===== src/rtl/sr_latch_driver.sv =====
// Pulse driver for an external SR latch: issues a timed set/reset pulse per
// command, then checks latch feedback and raises a sticky error on mismatch.
module sr_latch_driver #(
  parameter int unsigned PULSE_CYCLES = 2,
  parameter int unsigned GAP_CYCLES   = 1
) (
  input  logic clk,
  input  logic reset,
  input  logic req,
  input  logic req_val,
  input  logic q_fb,
  input  logic q_bar_fb,
  output logic s,
  output logic r,
  output logic busy,
  output logic done,
  output logic err,
  output logic level
);

  typedef enum logic [1:0] {IDLE, PULSE, CHECK, GAP} state_t;

  localparam logic [3:0] PULSE_LOAD = 4'(PULSE_CYCLES - 1);
  localparam logic [3:0] GAP_LOAD   = (GAP_CYCLES > 0) ? 4'(GAP_CYCLES - 1) : 4'd0;

  state_t     r_state, w_state_nxt;
  logic [3:0] r_cnt, w_cnt_nxt;
  logic       r_level, w_level_nxt;
  logic       r_err, w_err_nxt;
  logic       r_s, r_r, r_done;

  always_comb begin
    w_state_nxt = r_state;
    w_cnt_nxt   = r_cnt;
    w_level_nxt = r_level;
    w_err_nxt   = r_err;
    case (r_state)
      IDLE: begin
        if (req) begin
          w_level_nxt = req_val;
          w_cnt_nxt   = PULSE_LOAD;
          w_state_nxt = PULSE;
        end
      end
      PULSE: begin
        if (r_cnt == 4'd0) w_state_nxt = CHECK;
        else               w_cnt_nxt   = r_cnt - 4'd1;
      end
      CHECK: begin
        if ((q_fb != r_level) || (q_bar_fb != ~r_level)) w_err_nxt = 1'b1;
        if (GAP_CYCLES > 0) begin
          w_cnt_nxt   = GAP_LOAD;
          w_state_nxt = GAP;
        end else begin
          w_state_nxt = IDLE;
        end
      end
      GAP: begin
        if (r_cnt == 4'd0) w_state_nxt = IDLE;
        else               w_cnt_nxt   = r_cnt - 4'd1;
      end
      default: w_state_nxt = IDLE;
    endcase
  end

  // s/r/done are registered from the next state so they line up with the state
  // they belong to; s and r derive from one level bit, so they are exclusive.
  always_ff @(posedge clk) begin
    if (reset) begin
      r_state <= IDLE;
      r_cnt   <= '0;
      r_level <= 1'b0;
      r_err   <= 1'b0;
      r_s     <= 1'b0;
      r_r     <= 1'b0;
      r_done  <= 1'b0;
    end else begin
      r_state <= w_state_nxt;
      r_cnt   <= w_cnt_nxt;
      r_level <= w_level_nxt;
      r_err   <= w_err_nxt;
      r_s     <= (w_state_nxt == PULSE) &  w_level_nxt;
      r_r     <= (w_state_nxt == PULSE) & ~w_level_nxt;
      r_done  <= (w_state_nxt == CHECK);
    end
  end

  assign s     = r_s;
  assign r     = r_r;
  assign busy  = (r_state != IDLE);
  assign done  = r_done;
  assign err   = r_err;
  assign level = r_level;

endmodule


===== config.mk =====
export PLATFORM = sky130hd
export DESIGN_NAME = sr_latch_driver
export DESIGN_NICKNAME = d
export VERILOG_FILES = /design/src/rtl/sr_latch_driver.sv
export SDC_FILE = /design/constraint.sdc
export NUM_CORES = 1
export LEC_CHECK = 0
export CORE_AREA = 2 2 39 41
export DETAILED_ROUTE_END_ITERATION = 12
export DIE_AREA = 0 0 41 43
export GPL_TIMING_DRIVEN = 1
export PLACE_DENSITY = 0.67
export SYNTH_ARGS = -nofsm -noshare
export SYNTH_HDL_FRONTEND = slang
export SYNTH_SLANG_ARGS = --single-unit

===== constraint.sdc =====
create_clock -name clk -period 1.25 [get_ports clk]
set_input_delay 0.1875 -clock clk [delete_from_list [all_inputs] [get_ports clk]]
set_output_delay 0.1875 -clock clk [all_outputs]
set_load 0.01 [all_outputs]

# Word-level counts from Yosys, hierarchy flattened
# Cells that the tools add are included.
# totals
register_bits	11
latch_bits	0
ramBits	0
mem_bits_ro	0
input_bits	6
out_inout_bits	6
wordCells	37
memories	0
# classes
add_sub_neg	1
mul	0
n_div	0
magnitude_cmp	0
n_eq_ne	9
n_shift	0
muxes	9
bitwise_logic	4
n_reduce_logical	7
# ops
operator	count
4-bit case mux with 3 select lines	1
4-bit 2-to-1 mux	2
2-bit case mux with 4 select lines	1
2-bit equality test, second input constant	3
2-bit 2-to-1 mux	3
2-bit by 1-bit equality test with 1-bit output, second input constant	2
4-bit logical NOT	1
2-bit inequality test, second input constant	2
2-bit AND reduction	2
4-bit by 1-bit subtractor with 4-bit output, second input constant	1
1-bit bitwise AND	2
2-bit logical NOT	1
1-bit 2-to-1 mux	2
1-bit inequality test	2
1-bit NOT	2
2-bit nonzero test	1
2-bit OR reduction	1
1-bit logical OR	1

# Depth between registers and ports, before layout
# depth
depth_word	5
depth_mapped	5
ltp_nobuf	5

# Least setup slack after synthesis
# OpenSTA, ideal clock, no wires.
# synth_path
path_type	flip-flop to flip-flop
startpoint	register r_cnt[0]
endpoint	register r_r, in the netlist r
setup_time_ns	0.088
t_arrival_ns	1.279
required_ns	1.162
setup_slack_ns	-0.117
stages_incl_launch_ff	6
path_buffers	0
synth_period_minus_slack_ns	1.367
path_cell_list	dfxtp_1 inv_1 ha_1 and4bb_4 or2_4 nor4b_4
# synth_via
elab_chain_cells	5
word_cells_on_any_way	6
classes_between	eq/ne: 1; mux: 3; bitwise: 1; reduce/logical: 1
# synth_rtl
item	line_no	text
start, declared	27	logic [3:0] r_cnt, w_cnt_nxt;
start signal, assigned	79	r_cnt <= w_cnt_nxt;
4-bit logical NOT (*)	46, 59	
2-bit 2-to-1 mux (on tied branches)	59, 46	
2-bit case mux with 4 select lines (*)	37	case (r_state)
2-bit by 1-bit equality test with 1-bit output (*)	83	r_r <= (w_state_nxt == PULSE) & ~w_level_nxt;
1-bit bitwise AND (*)	83	
end signal, assigned	83	
end, declared	30	logic r_s, r_r, r_done;
# Every way passes the cells marked *; elsewhere a longest branch is shown, timed or not.
# A chain may end at the register's enable or synchronous reset.

# Final worst setup path
# Same ends and word-level chain as after synthesis.

==> reports/summary.txt <==
CP Depth -> 5
Post-layout nets -> 86
Commonest non-fill, non-tap cells in the layout -> buf_4 (13), dfxtp_1 (7), clkdlybuf4s50_1 (5), dlygate4sd2_1 (5)
Final worst path period share -> 107%
Maximum vdd drop -> 0.908 mV
Drt pass-1 iters -> 2
Core area -> 1380 sq um
Slew of the pin with the lowest slew margin -> 0.288 ns
Yosys reg bits -> 11
Skew final -> 0.00216 ns
Initial antenna violation count -> 0
ANT nets after route -> 0
CTS tree -> yes
Max-slew headroom -> 80.7%
Crit-path cells -> inv_2, ha_4, and4bb_4, or2_4, nor4b_4
Setup TNS -> -0.139 ns
Post-synth top area cell -> dfxtp_1
Arr. time, crit path -> 1.52 ns
GR Overflow Total -> 0
Synth warn -> 0
Num CTS Buffers -> 3
Max stage delay cell, worst path -> dfxtp_2
Die H -> 43 um
Top cell type's share of synthesized area -> 42.4%
Port Buffers -> 11
Max-cap violations -> 0
Fmax -> 0.751 GHz
Die Wd -> 41 um
Run status -> finished with violations
DR vias -> 464
Routed wire length -> 1090 um
Cells after synthesis -> 51
Core Rows -> 14
R2R depth -> 5
Clock latency reported for the late side of the worst-skew pair -> 0.27 ns
Die Area -> 1760 sq um
Reg clk slew, reported paths -> 0.07 ns
PwrDens -> 1920 nW/um^2
Min Tclk post-route -> 1.33 ns
Residual DRC -> 0
CP required -> 1.44 ns
Number of global-route vias before repair -> 473
Reg-to-reg slack, setup -> -0.08 ns
Max Buffers Root-to-Sink -> 2
Hold depth -> 2
Final hold vios -> 0
Worst Setup Slack, final -> -0.0822 ns
ANT cells -> 0
CTS HTree Levels -> 1
Post-CTS Hold Fix Bufs -> 0
Commonest non-fill, non-tap cell in the layout -> buf_4
Failing checks -> negative setup slack
Syn-to-layout area delta -> 55.7%
Total Routing Usage GR -> 16.4%
Critical path type -> register to register
Setup violators final -> 3
Critical Path Source Type -> register
Worst path bufs/invs -> 1
# IOs -> 12
Delay-heaviest family, CP -> simple AND/OR/NAND/NOR gates
Area contributors post-synth -> dfxtp_1 (42%), nor3b_2 (4.8%), nor4b_4 (4.6%), nor2_1 (3.6%), and4bb_4 (3.1%)
Seq/Total Area, Yosys -> 42.4%
Largest stage delay, worst path -> 0.34 ns
Largest net degree at the start of global routing -> 10
Share of cells above drive strength 1 -> 48.7%
Synth unique cells -> 30
Total power -> 1550 uW
DR vias/cell -> 4.94
Lkg Pwr -> 0.000344 uW
Clock root buffer -> clkbuf_4
First-pass GRT wire length -> 1880 um
Syn Area/Cell -> 10.2 sq um
Worst Setup End Kind -> register
CP max FO -> 4
Max-slew violations -> 0
GP Congestion -> 0.683
Initial Utilization -> 37.5%
Post-DP Area -> 724 sq um
CTS Sinks -> 11
Worst slack at placement -> -0.183 ns
Synth Net Count -> 58
Detail Placement HPWL -> 787 um
Post-Syn Area -> 519 sq um
Drt wl/cell -> 11.6 um
Unrepaired setup endpoints after global routing -> true
Initial DRC Count -> 2
Final instance area -> 808 sq um
HP Class -> register to register
## routing by layer
layer,vias to the layer above,global-route usage [%],wire (um)
li1,232,-,-
met1,216,17.7,470
met2,12,25.3,543
met3,4,6.28,54
met4,0,10.0,23
met5,-,0,0
## area by class of cell
cell class,count,area [sq um]
Tap cell,16,20.0
Sequential cell,11,228
Clock buffer,4,26.3
Fill cell,127,576
Inverter,4,15.0
Timing Repair Buffer,26,219
Multi-Input combinational cell,33,300
## power by group
part | total [uW] | internal [uW] | switching [uW] | leakage, uW
clock | 247 | 124 | 123 | 0.0000150
sequential | 501 | 440 | 60.9 | 0.0000918
combinational | 800 | 467 | 334 | 0.000237
total | 1550 | 1030 | 518 | 0.000344
## kinds of logic (layout without fill, tap and decap cells)
| family | Yosys count | after routing | share of synthesized area [%] |
|---|---|---|---|
| adders and majority gates | 1 | 1 | 2.41 |
| buffers and inverters | 7 | 34 | 7.23 |
| AOI/OAI and AO/OA | 9 | 9 | 12.0 |
| muxes | 1 | 1 | 1.93 |
| and+or+nand+nor | 21 | 21 | 32.3 |
| DFF | 11 | 11 | 42.4 |
| xor gates and xnor gates | 1 | 1 | 1.69 |
## state kept, by name (all words and copies together), names as in the netlist
name	count
done	1
s	1
r	1
level	1
r_state	2
err	1
r_cnt	4
## worst register-to-register path, cell delays in order (launching register included)
cell and delay [ns]:
dfxtp_2 0.34, inv_2 0.05, ha_4 0.15, and4bb_4 0.20, or2_4 0.26, nor4b_4 0.25
## stage by stage
step,utilization [%],hold WS [ns],instances
6_report,58.4,0.482,94
5_1_grt,58.4,0.530,94
4_1_cts,56.0,0.493,92
3_5_place_dp,52.4,0.466,86
3_3_place_gp,52.4,0.472,86
2_1_floorplan,-,0.266,51
## synth_stat cells, drive strengths merged
cell / count
clkbuf: 1
dfxtp: 11
nor2b: 1
nand2: 1
xnor2: 1
nor2: 5
nor4b: 1
a41oi: 1
ha: 1
o21ai: 2
nor3b: 2
or3: 1
a211oi: 2
nand2b: 1
mux2i: 1
and4bb: 1
or2: 2
inv: 4
a2bb2oi: 1
a21oi: 3
nor3: 2
buf: 2
or3b: 1
nor4: 1
nand3b: 1
nand4b: 1
## what timing repair did
item / CTS / global route
pin swaps: 1 / 3
resized for setup: 10 / 10
cloned: 0 / 0
buffers inserted: 2 / 2
endpoints found under the setup margin: 10 / 7
## path summary, 6_finish.rpt
| path | startpoint | to |
|---|---|---|
| worst max-delay path | r_cnt[0] | r |
| worst min-delay path | err | err |
| worst max register to register | r_cnt[0] | r |
| worst min register to register | err | err |
No activity file was read; power rests on OpenSTA's default activity.
